File: config.mk
export PLATFORM = sky130hd
export DESIGN_NAME = mc_ctrl
export DESIGN_NICKNAME = d
export VERILOG_FILES = /design/src/rtl/mc_ctrl_pkg.sv /design/src/rtl/mc_ctrl_dec.sv /design/src/rtl/mc_ctrl.sv
export SDC_FILE = /design/constraint.sdc
export NUM_CORES = 1
export LEC_CHECK = 0
export ABC_AREA = 1
export BUFFER_PORTS_ARGS = -buffer_cell sky130_fd_sc_hd__buf_2
export CORE_MARGIN = 2
export CORE_UTILIZATION = 44
export DETAILED_ROUTE_END_ITERATION = 6
export GPL_TIMING_DRIVEN = 1
export MAX_ROUTING_LAYER = met4
export PLACE_DENSITY = 0.9
export SLEW_MARGIN = 40
export SYNTH_ARGS = -nofsm -noshare
export SYNTH_HDL_FRONTEND = slang
export SYNTH_SLANG_ARGS = --single-unit
File: constraint.sdc
create_clock -name clk -period 2 [get_ports clk]
set_input_delay 0.1 -clock clk [delete_from_list [all_inputs] [get_ports clk]]
set_output_delay 0.1 -clock clk [all_outputs]
set_load 0.05 [all_outputs]
File: src/rtl/mc_ctrl_pkg.sv
// Shared encodings for the multi-cycle MIPS controller: opcodes, functs,
// FSM states, instruction classes and the datapath select codes.
package mc_ctrl_pkg;

  localparam logic [5:0] OP_RTYPE = 6'b000000;
  localparam logic [5:0] OP_ORI   = 6'b001101;
  localparam logic [5:0] OP_LUI   = 6'b001111;
  localparam logic [5:0] OP_LW    = 6'b100011;
  localparam logic [5:0] OP_SW    = 6'b101011;
  localparam logic [5:0] OP_BEQ   = 6'b000100;
  localparam logic [5:0] OP_JAL   = 6'b000011;

  localparam logic [5:0] FN_ADDU  = 6'b100001;
  localparam logic [5:0] FN_SUBU  = 6'b100011;
  localparam logic [5:0] FN_JR    = 6'b001000;
  localparam logic [5:0] FN_NOP   = 6'b000000;

  typedef enum logic [2:0] {
    S_FETCH  = 3'd0,
    S_DECODE = 3'd1,
    S_EXEC   = 3'd2,
    S_MEM    = 3'd3,
    S_WB     = 3'd4
  } state_t;

  typedef enum logic [3:0] {
    C_ADDU, C_SUBU, C_ORI, C_LW, C_SW, C_BEQ, C_LUI, C_JAL, C_JR, C_NOP, C_ILL
  } iclass_t;

  localparam logic [1:0] NPC_PC4  = 2'b00;
  localparam logic [1:0] NPC_BR   = 2'b01;
  localparam logic [1:0] NPC_J26  = 2'b10;
  localparam logic [1:0] NPC_RS   = 2'b11;

  localparam logic [1:0] EXT_ZERO = 2'b00;
  localparam logic [1:0] EXT_SIGN = 2'b01;
  localparam logic [1:0] EXT_LUI  = 2'b10;

  localparam logic [2:0] ALU_ADD  = 3'b000;
  localparam logic [2:0] ALU_SUB  = 3'b001;
  localparam logic [2:0] ALU_OR   = 3'b010;

  localparam logic [1:0] RD_RT    = 2'b00;
  localparam logic [1:0] RD_RD    = 2'b01;
  localparam logic [1:0] RD_RA    = 2'b10;

  localparam logic [1:0] WD_ALU   = 2'b00;
  localparam logic [1:0] WD_DM    = 2'b01;
  localparam logic [1:0] WD_PC    = 2'b10;

endpackage

File: src/rtl/mc_ctrl_dec.sv
// Combinational instruction decoder: opcode/funct to instruction class plus
// the state-independent datapath selects (extender, ALU, ALU source, reg dest).
module mc_ctrl_dec
  import mc_ctrl_pkg::*;
(
  input  logic [5:0] opcode,
  input  logic [5:0] funct,
  output iclass_t    iclass,
  output logic [1:0] ext_op,
  output logic [2:0] alu_op,
  output logic       alu_src,
  output logic [1:0] reg_dst
);

  always_comb begin
    iclass = C_ILL;
    case (opcode)
      OP_RTYPE: begin
        case (funct)
          FN_ADDU: iclass = C_ADDU;
          FN_SUBU: iclass = C_SUBU;
          FN_JR:   iclass = C_JR;
          FN_NOP:  iclass = C_NOP;
          default: iclass = C_ILL;
        endcase
      end
      OP_ORI:  iclass = C_ORI;
      OP_LUI:  iclass = C_LUI;
      OP_LW:   iclass = C_LW;
      OP_SW:   iclass = C_SW;
      OP_BEQ:  iclass = C_BEQ;
      OP_JAL:  iclass = C_JAL;
      default: iclass = C_ILL;
    endcase
  end

  // Sign-extend / add / rt-source is the fallback for anything not listed.
  always_comb begin
    ext_op  = EXT_SIGN;
    alu_op  = ALU_ADD;
    alu_src = 1'b0;
    reg_dst = RD_RT;
    case (iclass)
      C_ADDU: reg_dst = RD_RD;
      C_SUBU: begin
        alu_op  = ALU_SUB;
        reg_dst = RD_RD;
      end
      C_ORI: begin
        ext_op  = EXT_ZERO;
        alu_op  = ALU_OR;
        alu_src = 1'b1;
      end
      C_LW, C_SW: alu_src = 1'b1;
      C_BEQ:  alu_op = ALU_SUB;
      C_LUI: begin
        ext_op  = EXT_LUI;
        alu_src = 1'b1;
      end
      C_JAL:  reg_dst = RD_RA;
      default: ;
    endcase
  end

endmodule

File: src/rtl/mc_ctrl.sv
// Multi-cycle MIPS control FSM with a req/ack data-memory handshake and
// optional MEM timeout. Macro MC_CTRL_PERF_EN adds a retired-instruction counter.
//
// state  | meaning
// FETCH  | load IR, PC <= PC+4
// DECODE | decode; jal/jr/nop/illegal finish here
// EXEC   | ALU op; beq resolves here
// MEM    | dm_req held until dm_ack or timeout
// WB     | GRF write from ALU or data memory
module mc_ctrl
  import mc_ctrl_pkg::*;
#(
  parameter int WAIT_LIMIT = 0
`ifdef MC_CTRL_PERF_EN
  , parameter int CNT_W = 32
`endif
) (
  input  logic       clk,
  input  logic       reset,
  input  logic [5:0] opcode,
  input  logic [5:0] funct,
  input  logic       zero,
  input  logic       dm_ack,
  output logic       ir_we,
  output logic       pc_we,
  output logic [1:0] npc_sel,
  output logic [1:0] ext_op,
  output logic [2:0] alu_op,
  output logic       alu_src,
  output logic [1:0] reg_dst,
  output logic [1:0] wd_sel,
  output logic       reg_we,
  output logic       dm_req,
  output logic       dm_we,
  output logic       illegal,
  output logic       bus_err,
  output logic [2:0] state
`ifdef MC_CTRL_PERF_EN
  , output logic [CNT_W-1:0] instr_cnt
`endif
);

  state_t     state_q, state_d;
  iclass_t    iclass;
  logic [1:0] dec_ext;
  logic [2:0] dec_alu;
  logic       dec_src;
  logic [1:0] dec_reg_dst;
  logic       timeout;

  mc_ctrl_dec u_dec (
    .opcode  (opcode),
    .funct   (funct),
    .iclass  (iclass),
    .ext_op  (dec_ext),
    .alu_op  (dec_alu),
    .alu_src (dec_src),
    .reg_dst (dec_reg_dst)
  );

  // Down-counter loaded in EXEC so it is fresh on every MEM entry.
  localparam int WT_W = (WAIT_LIMIT > 1) ? $clog2(WAIT_LIMIT) : 1;

  generate
    if (WAIT_LIMIT > 0) begin : g_wait
      logic [WT_W-1:0] wait_q;
      always_ff @(posedge clk) begin
        if (!reset)
          wait_q <= '0;
        else if (state_q == S_EXEC)
          wait_q <= WT_W'(WAIT_LIMIT - 1);
        else if (state_q == S_MEM && wait_q != '0)
          wait_q <= wait_q - 1'b1;
      end
      assign timeout = (state_q == S_MEM) && !dm_ack && (wait_q == '0);
    end else begin : g_nowait
      assign timeout = 1'b0;
    end
  endgenerate

  always_ff @(posedge clk) begin
    if (!reset) state_q <= S_FETCH;
    else        state_q <= state_d;
  end

  always_comb begin
    state_d = state_q;
    case (state_q)
      S_FETCH:  state_d = S_DECODE;
      S_DECODE: begin
        case (iclass)
          C_JAL, C_JR, C_NOP, C_ILL: state_d = S_FETCH;
          default:                   state_d = S_EXEC;
        endcase
      end
      S_EXEC: begin
        case (iclass)
          C_LW, C_SW: state_d = S_MEM;
          C_BEQ:      state_d = S_FETCH;
          default:    state_d = S_WB;
        endcase
      end
      S_MEM: begin
        // An ack on the limit cycle takes priority over the timeout.
        if (dm_ack) begin
          if (iclass == C_LW) state_d = S_WB;
          else                state_d = S_FETCH;
        end else if (timeout) begin
          state_d = S_FETCH;
        end
      end
      S_WB:     state_d = S_FETCH;
      default:  state_d = S_FETCH;
    endcase
  end

  always_comb begin
    ir_we   = 1'b0;
    pc_we   = 1'b0;
    npc_sel = NPC_PC4;
    ext_op  = EXT_SIGN;
    alu_op  = ALU_ADD;
    alu_src = 1'b0;
    reg_dst = RD_RT;
    wd_sel  = WD_ALU;
    reg_we  = 1'b0;
    dm_req  = 1'b0;
    dm_we   = 1'b0;
    illegal = 1'b0;
    bus_err = 1'b0;
    if (reset) begin
      if (state_q != S_FETCH) begin
        ext_op  = dec_ext;
        alu_op  = dec_alu;
        alu_src = dec_src;
      end
      case (state_q)
        S_FETCH: begin
          ir_we = 1'b1;
          pc_we = 1'b1;
        end
        S_DECODE: begin
          case (iclass)
            C_JAL: begin
              pc_we   = 1'b1;
              npc_sel = NPC_J26;
              reg_we  = 1'b1;
              reg_dst = dec_reg_dst;
              wd_sel  = WD_PC;
            end
            C_JR: begin
              pc_we   = 1'b1;
              npc_sel = NPC_RS;
            end
            C_ILL:   illegal = 1'b1;
            default: ;
          endcase
        end
        S_EXEC: begin
          if (iclass == C_BEQ) begin
            pc_we   = zero;
            npc_sel = NPC_BR;
          end
        end
        S_MEM: begin
          dm_req  = 1'b1;
          dm_we   = (iclass == C_SW);
          bus_err = timeout;
        end
        S_WB: begin
          reg_we  = 1'b1;
          reg_dst = dec_reg_dst;
          if (iclass == C_LW) wd_sel = WD_DM;
        end
        default: ;
      endcase
    end
  end

  assign state = state_q;

`ifdef MC_CTRL_PERF_EN
  logic retire;
  assign retire = reset && (state_q != S_FETCH) && (state_d == S_FETCH)
                  && !illegal && !bus_err;

  always_ff @(posedge clk) begin
    if (!reset)      instr_cnt <= '0;
    else if (retire) instr_cnt <= instr_cnt + 1'b1;
  end
`endif

endmodule

==> out/metrics.csv, run 1 <==
stage;metric;value;unit
clocking;ctsHtreeMaxLevel;1;
sta;timing.final.setup_violations;0;
die;fp.dieArea;1650;um^2
sta;final.setup.worst_slack;239;ps
power;power.share.sequential;0.215;
setup_path;reg2reg_setup_slack;650;ps
min_path;worstHoldPathType;in -> reg;
synth;synthTopCellsByArea;sky130_fd_sc_hd__nor2_1 (18%), sky130_fd_sc_hd__nand2_1 (16%), sky130_fd_sc_hd__nand3_1 (12%);
power;power.switching;0.131;mW
drt;finalWirelength;1700;um
grt;grt_antenna_before_repair;0;
sta;unrepaired_setup_endpoints_after_global_routing;no;
clocking;clock_latency;240;ps
setup_path;worst_path_largest_cell_delay;370;ps
sta;final_min_period_over_clock_period;0.881;
outcome;outcome;complete, no violations;
grt;global_route_wire_length_before_repair;2620;um
power;switching_share;0.432;
place;pre_cts_ws;457;ps
clocking;tritoncts_num_sinks;3;
setup_path;timing.critical_path.cells;inv_1, nor3_1, inv_1, nor2_1, nand3_2, nand3_1, nand2_1, nand2_1, buf_2;
synth;netlist_area;592;um^2
synth;synth_sequential_area_ratio;0.101;
setup_path;reg2reg_depth;7;
synth;postSynthCellCount;117;
die;initial_utilization;0.461;
cells_and_area;syn2layout_area_growth;38.1;%
drt;num_vias;844;
drt;antenna_violating_nets_left;0;
cells_and_area;antenna_cells;0;
sta;timing.clock.skew;8.72;ps
power;power.internal;0.172;mW
setup_path;worstPathMaxFanout;4;
drt;detail_route.vias_per_cell;4.99;
place;placement.cell_area;791;um^2
place;placement.io_buffers;35;
setup_path;critPathArrivalTime;1660;ps
cells_and_area;post_route_cells_drive_above_1_share;0.344;
grt;pin_count_of_the_biggest_net_entering_global_routing;13;
synth;synth_largest_type_area_fraction;0.178;
drt;drt-pass1-iter-count;4;
min_path;hold_path_stages;3;
sta;report.final.slew_viol_count;0;
synth;synth_unique_cells;23;
die;core.rowCount;13;
die;placeableCoreArea;1280;um^2
clocking;cts_tree;yes;
clocking;cell_at_the_root_of_the_clock_tree;sky130_fd_sc_hd__clkbuf_4;
setup_path;regToRegStartpoint;state[1]$_SDFFE_PN0P_;
power;cellLeakagePower;0.471;nW
synth;synth_top_area_cell;sky130_fd_sc_hd__nor2_1;
cells_and_area;largest_register_ff_count;3;
clocking;post_cts_hold_buffer_count;0;
grt;number_of_global_route_vias_before_repair;706;
setup_path;crit_path_start_kind;register;
die;num_io_pins;38;
synth;flip_flop_and_latch_count_after_synthesis;3;
die;die_width;40.7;um
setup_path;critical_path_data_required_time;1900;ps
cells_and_area;layout_commonest_cell;sky130_fd_sc_hd__buf_2;
sta;timing.final.crit_period;1760;ps
drt;drc;0;
synth;yosysWarningCount;0;
power;pwr-share-comb;0.423;
synth;avgSynthCellArea;5.06;um^2
setup_path;critical_path.reg2reg.endpoint;state[0]$_SDFFE_PN0P_;
setup_path;crit_path_end_kind;primary output;
sta;finalHoldViolCount;0;
min_path;holdPathEnd;state[2]$_SDFFE_PN0P_;
cells_and_area;fin_area;817;um^2
min_path;hold_path.startpoint;dm_ack;
clocking;postCtsSetupRepairBufs;0;
clocking;cts_buffers;3;
cells_and_area;finalNetCount;171;
die;floorplan.die.height;40.7;um
place;place.detailed.hpwl;1430;um
grt;grt_overall_usage;0.232;
drt;iteration_0_drc_count_of_the_detailed_router;28;
clocking;clk_path_buf_depth;2;
drt;route.detailed.wl_per_inst;10.1;um
setup_path;worstSetupPathType;reg -> out;
power;power-per-cell-area;371;nW/um^2
clocking;clk_transition_reported_paths;30;ps
cells_and_area;final.fill_count;135;
power;vdd_ir_drop_max;0.000433;V
sta;achievable-frequency;568;MHz
clocking;cts.repair.resized;0;
run;drv_cap;0;
power;clockPowerShare;0.363;
cells_and_area;most-common-layout-cells;sky130_fd_sc_hd__buf_2 (35), sky130_fd_sc_hd__nor2_1 (27), sky130_fd_sc_hd__nand2_1 (25);
setup_path;setup.worst_path.start;state[0]$_SDFFE_PN0P_;
place;gpl.final_weighted_congestion;0.910;
setup_path;cp_slowest_cell;sky130_fd_sc_hd__dfxtp_1;
grt;globalRouteOverflowTotal;0;
cell families (layout without fill, tap and decap cells):
logic type             count (synthesis)  in the layout  synth area share
DFF                                    3              3             0.101
AOI/OAI and AO/OA                     11             11             0.137
buffers and inverters                 20             56             0.140
and+or+nand+nor                       82             82             0.615
other                                  1              2           0.00634
power groups by stage:
stage / registers, mW / logic (mW) / clock network (mW)
CTS: 0.0648 / 0.127 / 0.114
floorplan: 0.0737 / 0.0845 / 0
global route: 0.0651 / 0.139 / 0.119
detailed placement: 0.0658 / 0.127 / 0
global placement: 0.0657 / 0.124 / 0
finish: 0.0650 / 0.128 / 0.110
how the worst max path moves through the flow:
stage,depth (start not counted),end,slack (ps)
after floorplan,6,npc_sel[0],-110
after CTS,9,pc_we,260
final,9,pc_we,240
after global placement,10,alu_op[1],450
after global routing,9,pc_we,100
after detailed placement,11,pc_we,460
final cells by class:
cell class	instances	area, um^2	share of cell area
multi-input cells	95	473	0.579
repair buffers	35	175	0.214
inverters	17	63.8	0.0781
flip-flops and latches	3	60.1	0.0735
clock buffers	4	26.3	0.0322
well taps	15	18.8	0.0230
per-layer routing:
layer / GRT usage / vias up / wire, um
met5: - / - / 0
met1: 0.248 / 363 / 758
li1: - / 444 / -
met3: 0.0543 / 0 / 117
met4: 0 / 0 / 0
met2: 0.452 / 37 / 827
synth_stat cells (all sizes together):
cell type,instances
nor2,32
or2,1
inv,17
nand2,26
o21ai,2
clkbuf,1
nor3b,1
o21a,1
conb,1
dfxtp,3
buf,2
a21oi,6
nand3b,1
nand3,15
nor3,6
o22ai,1
a211oi,1
per-stage QoR:
stage	hold WS (ps)	instances	TNS (ps)	total power [mW]	utilization
after floorplan	315	118	-225	0.158	-
after global placement	434	165	0	0.190	0.615
after detailed placement	419	165	0	0.193	0.615
after CTS	179	169	0	0.306	0.636
after global routing	197	169	0	0.323	0.636
final	182	169	0	0.303	0.636
worst max-delay path: cells and delay by family, from the launching register on:
kind / cells / cell delay, ps
flops: 1 / 370
buf+inv: 3 / 430
simple gates: 6 / 640
No activity file was read; power rests on OpenSTA's default activity.
==> run 2, diff against run 1 <==
--- a/config.mk
+++ b/config.mk
@@ -8,12 +8,13 @@
 export ABC_AREA = 1
 export BUFFER_PORTS_ARGS = -buffer_cell sky130_fd_sc_hd__buf_2
 export CORE_MARGIN = 2
-export CORE_UTILIZATION = 44
+export CORE_UTILIZATION = 48
 export DETAILED_ROUTE_END_ITERATION = 6
 export GPL_TIMING_DRIVEN = 1
 export MAX_ROUTING_LAYER = met4
-export PLACE_DENSITY = 0.9
+export PLACE_DENSITY = 0.91
 export SLEW_MARGIN = 40
 export SYNTH_ARGS = -nofsm -noshare
 export SYNTH_HDL_FRONTEND = slang
+export SYNTH_HIERARCHICAL = 1
 export SYNTH_SLANG_ARGS = --single-unit
==> out/metrics.csv, run 2 <==
stage;metric;value;unit;change
outcome;outcome;complete, no violations;;
synth;synth_top_flop_cell;sky130_fd_sc_hd__dfxtp_1;;
clocking;clk_path_buf_depth;2;;unchanged
grt;global_route_wire_length_before_repair;3460;um;+32%
setup_path;crit_path_end_kind;primary output;;
cells_and_area;antenna_cells;0;;unchanged
drt;drc;0;;unchanged
setup_path;timing.critical_path.cells;buf_2, nor2_4, nand3_1, nand2_1, nor2_2, nand4_1, nand2_1, inv_1, nand2_1, nor2_1, nand2_1, a21oi_1, buf_2;;
cells_and_area;finalNetCount;207;;+21%
synth;synth_largest_type_area_fraction;0.171;;-0.00645
power;power.switching;0.166;mW;+27%
clocking;cell_at_the_root_of_the_clock_tree;sky130_fd_sc_hd__clkbuf_4;;
synth;yosys.cell_count.top_type;sky130_fd_sc_hd__nor2_1;;
drt;finalWirelength;2170;um;+27%
sta;final.setup.worst_slack;133;ps;-105 ps
synth;yosysWarningCount;6;;+6
place;place.detailed.hpwl;1740;um;+21%
sta;worst_slew_pin_slew;871;ps;
place;gpl.final_weighted_congestion;0.932;;+2.5%
clocking;cts_tree;yes;;
setup_path;setup.worst_path.start;opcode[4];;
setup_path;critical_path.most_common_cell;sky130_fd_sc_hd__nand2_1;;
synth;postSynthCellCount;152;;+30%
min_path;worstHoldPathType;in -> reg;;
place;pre_cts_ws;100;ps;-357 ps
setup_path;cp_slowest_cell;sky130_fd_sc_hd__buf_2;;
clocking;clk_transition_reported_paths;40;ps;about the same
drt;iteration_0_drc_count_of_the_detailed_router;32;;+14%
setup_path;cp_top_family;simple AND/OR/NAND/NOR gates;;
setup_path;cp-endpoint;npc_sel[0];;
power;power.internal;0.186;mW;+7.8%
power;pwr-share-comb;0.481;;+0.058
cells_and_area;final.fill_count;136;;+0.74%
drt;num_vias;1040;;+23%
min_path;hold_path.startpoint;dm_ack;;
setup_path;critical_path_data_required_time;1900;ps;about the same
drt;detail_route.vias_per_cell;5.05;;+1.1%
drt;route.detailed.wl_per_inst;10.5;um;+4.5%
sta;timing.final.setup_violations;0;;unchanged
setup_path;worstSetupPathType;in -> out;;
setup_path;critical_path.reg2reg.endpoint;state[1]$_SDFFE_PN0P_;;
place;placement.io_buffers;35;;unchanged
die;core.rowCount;14;;+1
min_path;hold_path_stages;4;;+1
setup_path;reg2reg_depth;7;;unchanged
grt;pin_count_of_the_biggest_net_entering_global_routing;10;;-3
setup_path;worstPathMaxFanout;6;;+2
clocking;clock_latency;250;ps;about the same
synth;yosys-top-cells-count;sky130_fd_sc_hd__nor2_1 (34), sky130_fd_sc_hd__nand2_1 (32), sky130_fd_sc_hd__inv_1 (29), sky130_fd_sc_hd__nand3_1 (17);;
grt;grt_antenna_before_repair;0;;unchanged
cells_and_area;multi_input_comb_area;568;um^2;+20%
power;power-per-cell-area;349;nW/um^2;-5.9%
sta;timing.final.crit_period;1870;ps;+105 ps
sta;achievable-frequency;536;MHz;-5.6%
setup_path;regToRegStartpoint;state[2]$_SDFFE_PN0P_;;
sta;report.final.slew_viol_count;0;;unchanged
setup_path;path_buf_inv;3;;unchanged
synth;avgSynthCellArea;4.91;um^2;-3.0%
clocking;cts_buffers;3;;unchanged
die;initial_utilization;0.501;;+0.0403
synth;flip_flop_and_latch_count_after_synthesis;3;;unchanged
cells_and_area;layout_commonest_cell;sky130_fd_sc_hd__nor2_1;;
sta;finalHoldViolCount;0;;unchanged
sta;timing.clock.skew;8.56;ps;-0.160 ps
grt;globalRouteOverflowTotal;0;;unchanged
clocking;tritoncts_num_sinks;3;;unchanged
die;fp.dieArea;1880;um^2;+14%
synth;netlist_area;746;um^2;+26%
cells_and_area;post_route_cells_drive_above_1_share;0.316;;-0.0284
synth;synthTopCellsByArea;sky130_fd_sc_hd__nor2_1 (17%), sky130_fd_sc_hd__nand2_1 (16%), sky130_fd_sc_hd__inv_1 (15%);;
cells_and_area;share_of_the_core_filled_with_cells_in_the_final_layout;0.676;;+0.0398
grt;number_of_global_route_vias_before_repair;877;;+24%
power;vdd_ir_drop_max;0.000435;V;+0.40%
run;drv_cap;0;;unchanged
setup_path;crit_path_start_kind;input pin;;
cells_and_area;final-seq-area;60.1;um^2;unchanged
sta;relSlewSlack;0.417;;
cells_and_area;largest_register_ff_count;3;;unchanged
cells_and_area;syn2layout_area_growth;34.9;%;
power;switching_share;0.471;;+0.0396
die;die_width;43.4;um;+6.7%
clocking;ctsHtreeMaxLevel;1;;unchanged
grt;grt_overall_usage;0.244;;+0.0117
power;clockPowerShare;0.327;;-0.036
synth;count_of_flip_flops_with_a_built_in_enable_after_synthesis;0;;unchanged
drt;antenna_violating_nets_left;0;;unchanged
cells_and_area;most-common-layout-cells;sky130_fd_sc_hd__nor2_1 (34), sky130_fd_sc_hd__nand2_1 (31), sky130_fd_sc_hd__buf_2 (30);;
synth;synth_sequential_area_ratio;0.0805;;-0.0209
die;num_io_pins;38;;unchanged
drt;drt-pass1-iter-count;4;;unchanged
synth;synth_top_area_cell;sky130_fd_sc_hd__nor2_1;;
synth;synth_fp_nets;168;;
power;cellLeakagePower;0.594;nW;+26%
setup_path;reg2reg_setup_slack;880;ps;+230 ps
setup_path;critPathArrivalTime;1770;ps;+110 ps
sta;final_min_period_over_clock_period;0.933;;+0.0526
die;floorplan.die.height;43.4;um;+6.7%
die;placeableCoreArea;1490;um^2;+16%
synth;asyncSetResetFlopFracSynth;0;;unchanged
synth;synth_unique_cells;24;;+4.3%
setup_path;worst-path-stages;13;;+4
setup_path;worst_path_largest_cell_delay;270;ps;-100 ps
power;power.share.sequential;0.192;;-0.023
==> run 2: metal layers <==
| layer | track usage | wire (um) | vias up |
|---|---|---|---|
| met5 | - | 0 | - |
| met4 | 0.0970 | 41 | 0 |
| met3 | 0.0542 | 144 | 10 |
| met2 | 0.379 | 1030 | 51 |
| met1 | 0.306 | 954 | 436 |
| li1 | - | - | 543 |
==> run 2: how the worst min path moves through the flow <==
| stage | end |
|---|---|
| after floorplan | state[1]$_SDFFE_PN0P_ |
| after detailed placement | state[1]$_SDFFE_PN0P_ |
| after CTS | state[1]$_SDFFE_PN0P_ |
| after global placement | state[1]$_SDFFE_PN0P_ |
| final | state[1]$_SDFFE_PN0P_ |
| after global routing | state[1]$_SDFFE_PN0P_ |
==> run 2: power groups by stage <==
stage	Combinational (mW)	Sequential, mW	Clock [mW]
after global routing	0.184	0.0679	0.119
after detailed placement	0.160	0.0684	0
after CTS	0.160	0.0674	0.117
final	0.169	0.0675	0.115
after floorplan	0.105	0.0782	0
after global placement	0.154	0.0682	0
==> run 2: through the flow <==
step                      hold slack (ps)  power [mW]  std cells  area (um^2)  setup TNS, ps
after global routing                  154       0.371        206         1010          -2.89
after CTS                             119       0.345        205          968              0
after floorplan                       210       0.183        152          762              0
after detailed placement              379       0.228        201          942              0
final                                 123       0.351        206         1010              0
after global placement                373       0.222        201          942              0
==> run 2: cell type report <==
type | count | share of cell area
clock buffer | 4 | 0.0261
inverter | 34 | 0.128
multi-input combinational | 113 | 0.565
timing repair buffer | 36 | 0.201
tap | 16 | 0.0199
sequential | 3 | 0.0597
==> run 2: cell families after synthesis <==
family	count (synthesis)	share of synthesized area
simple gates	102	0.638
buf+inv	36	0.193
compound gates	9	0.0789
flops	3	0.0805
other cells	2	0.0101
==> run 2: worst reg2reg max path, cell delays in order, from the launching register on <==
cell and delay (ps):
sky130_fd_sc_hd__dfxtp_1 420, sky130_fd_sc_hd__inv_2 110, sky130_fd_sc_hd__nand3_1 170, sky130_fd_sc_hd__inv_1 90
sky130_fd_sc_hd__nand3_1 80, sky130_fd_sc_hd__nand2_1 50, sky130_fd_sc_hd__nand2_1 50, sky130_fd_sc_hd__nand2_1 40
==> run 2: what timing repair did <==
item                                    CTS  global route
buffers inserted                          0             1
hold buffers                              0             0
resized for setup                         0            14
endpoints found under the setup margin    0             7
==> run 3, diff against run 2 <==
--- a/config.mk
+++ b/config.mk
@@ -8,11 +8,12 @@
 export ABC_AREA = 1
 export BUFFER_PORTS_ARGS = -buffer_cell sky130_fd_sc_hd__buf_2
 export CORE_MARGIN = 2
-export CORE_UTILIZATION = 48
+export CORE_UTILIZATION = 35
 export DETAILED_ROUTE_END_ITERATION = 6
+export GPL_ROUTABILITY_DRIVEN = 0
 export GPL_TIMING_DRIVEN = 1
 export MAX_ROUTING_LAYER = met4
-export PLACE_DENSITY = 0.91
+export PLACE_DENSITY = 0.71
 export SLEW_MARGIN = 40
 export SYNTH_ARGS = -nofsm -noshare
 export SYNTH_HDL_FRONTEND = slang
==> out/metrics.csv, run 3 (same netlist as run 2, synthesis figures left out) <==
stage;metric;value;unit;change
cells_and_area;most-common-layout-cells;sky130_fd_sc_hd__nor2_1 (33), sky130_fd_sc_hd__nand2_1 (32), sky130_fd_sc_hd__inv_1 (29), sky130_fd_sc_hd__buf_2 (29), sky130_fd_sc_hd__nand3_1 (17);;
sta;final.setup.worst_slack;146;ps;+13.2 ps
grt;grt_antenna_before_repair;0;;unchanged
drt;route.detailed.wl_per_inst;8.94;um;-15%
min_path;worstHoldPathType;in -> reg;;
clocking;cts_tree;yes;;
sta;worst_slew_pin_slew;872;ps;+0.601 ps
place;pre_cts_ws;108;ps;+8.37 ps
die;die_width;50.2;um;+16%
setup_path;crit_path_end_kind;primary output;;
place;placement.cell_area;956;um^2;+1.5%
clocking;tritoncts_num_sinks;3;;unchanged
die;floorplan.die.height;50.2;um;+16%
clocking;clk_path_buf_depth;2;;unchanged
setup_path;critical_path.most_common_cell;sky130_fd_sc_hd__nand2_1;;
grt;global_route_wire_length_before_repair;3190;um;-8.0%
sta;timing.clock.skew;2.56;ps;-6.00 ps
cells_and_area;final-seq-area;60.1;um^2;unchanged
cells_and_area;syn2layout_area_growth;37.1;%;
cells_and_area;final_cell_count_no_fill;217;;+5.3%
drt;iteration_0_drc_count_of_the_detailed_router;33;;+3.1%
clocking;post_cts_hold_buffer_count;0;;unchanged
drt;num_vias;994;;-4.4%
die;fp.dieArea;2520;um^2;+33%
cells_and_area;finalNetCount;207;;unchanged
run;drv_cap;0;;unchanged
die;placeableCoreArea;1980;um^2;+33%
sta;timing.final.crit_period;1850;ps;-13.2 ps
die;initial_utilization;0.376;;-0.125
drt;finalWirelength;1940;um;-11%
setup_path;critical_path_data_required_time;1900;ps;about the same
cells_and_area;layout_commonest_cell;sky130_fd_sc_hd__nor2_1;;
sta;unrepaired_setup_endpoints_after_global_routing;yes;;
drt;antenna_violating_nets_left;0;;unchanged
clocking;ctsHtreeMaxLevel;1;;unchanged
cells_and_area;multi_input_comb_area;568;um^2;unchanged
power;power;0.338;mW;-3.8%
setup_path;crit_path_start_kind;input pin;;
clocking;clock_latency;230;ps;-20 ps
setup_path;worst_path_largest_cell_delay;210;ps;-60 ps
clocking;cts_buffers;3;;unchanged
sta;timing.final.setup_violations;0;;unchanged
setup_path;path_buf_inv;4;;+1
outcome;outcome;complete, no violations;;
place;post-place-cells;212;;+5.5%
drt;drc;0;;unchanged
setup_path;worstPathMaxFanout;6;;unchanged
setup_path;critPathArrivalTime;1750;ps;-20 ps
cells_and_area;largest_register_ff_count;3;;unchanged
setup_path;worstSetupPathType;in -> out;;
sta;achievable-frequency;540;MHz;+0.71%
setup_path;timing.critical_path.cells;buf_2, nor2_4, nand3_2, o21a_1, nand2_2, inv_1, nand2_1, nand2_1, inv_1, nand2_1, nor2_2, o21ai_2, nor2_1, buf_6;;
clocking;cell_at_the_root_of_the_clock_tree;sky130_fd_sc_hd__clkbuf_4;;
drt;detail_route.vias_per_cell;4.58;;-9.3%
die;num_io_pins;38;;unchanged
grt;number_of_global_route_vias_before_repair;792;;-9.7%
sta;final_min_period_over_clock_period;0.927;;-0.00658
setup_path;cp_top_family;simple AND/OR/NAND/NOR gates;;
place;place.detailed.hpwl;1600;um;-7.9%
cells_and_area;post_route_cells_drive_above_1_share;0.316;;unchanged
grt;pin_count_of_the_biggest_net_entering_global_routing;10;;unchanged
setup_path;cp_slowest_cell;sky130_fd_sc_hd__nor2_4;;
place;placement.io_buffers;35;;unchanged
drt;drt-pass1-iter-count;4;;unchanged
grt;globalRouteOverflowTotal;0;;unchanged
cells_and_area;fin_area;1020;um^2;+1.6%
cells_and_area;antenna_cells;0;;unchanged
sta;relSlewSlack;0.416;;about the same
power;vdd_ir_drop_max;0.000206;V;-53%
die;core.rowCount;16;;+2
grt;grt_overall_usage;0.158;;-0.0859
power;power-per-cell-area;330;nW/um^2;-5.3%
clocking;clk_transition_reported_paths;30;ps;about the same
cells_and_area;final.fill_count;206;;+51%
setup_path;reg2reg_setup_slack;820;ps;-60 ps
sta;finalHoldViolCount;0;;unchanged
power;cellLeakagePower;0.592;nW;-0.30%
sta;report.final.slew_viol_count;0;;unchanged
==> run 3: cell count changes in the layout (fill, tap and decap cells not counted), sizes merged <==
cell | previous run | this run
buf | 36 | 34
clkbuf | 4 | 6
==> run 3: through the flow <==
step	setup TNS [ps]	utilization	hold WS [ps]
after floorplan	0	-	210
after global placement	0	0.482	380
after detailed placement	0	0.482	384
after CTS	0	0.496	146
after global routing	-61.1	0.516	166
final	0	0.516	158
==> run 3: layout make-up <==
cell class / instances / area share
flip-flops and latches: 3 / 0.0588
clock buffers: 4 / 0.0257
well taps: 27 / 0.0330
repair buffers: 36 / 0.201
inverters: 34 / 0.126
multi-input cells: 113 / 0.556
==> run 3: worst min-delay path: cells and delay by family <==
kind                   cells  cell delay (ps)
and+or+nand+nor            3              150
buffers and inverters      1               90
==> run 3: metal layers <==
layer	vias to the layer above	routed length (um)	track usage
li1	543	-	-
met1	414	948	0.222
met2	35	882	0.252
met4	0	10	0.0139
met5	-	0	-
met3	2	99	0.0179
==> run 3: final timing paths <==
path                    startpoint               endpoint  depth (start not counted)
max                      opcode[4]             reg_dst[0]                         14
min                         dm_ack  state[1]$_SDFFE_PN0P_                          4
max reg2reg  state[2]$_SDFFE_PN0P_  state[1]$_SDFFE_PN0P_                          7
min reg2reg  state[1]$_SDFFE_PN0P_  state[2]$_SDFFE_PN0P_                          4
==> run 3: power by group <==
part	internal (mW)	switching, mW	leakage (nW)	total (mW)
Combinational	0.0472	0.119	0.552	0.166
Sequential	0.0633	0.00418	0.0245	0.0674
Clock	0.0746	0.0296	0.0150	0.104
Total	0.185	0.153	0.592	0.338
==> run 3: what timing repair did <==
| item | in CTS | in global routing |
|---|---|---|
| buffers inserted | 0 | 1 |
| endpoints found under the setup margin | 0 | 6 |
| resized for setup | 0 | 14 |
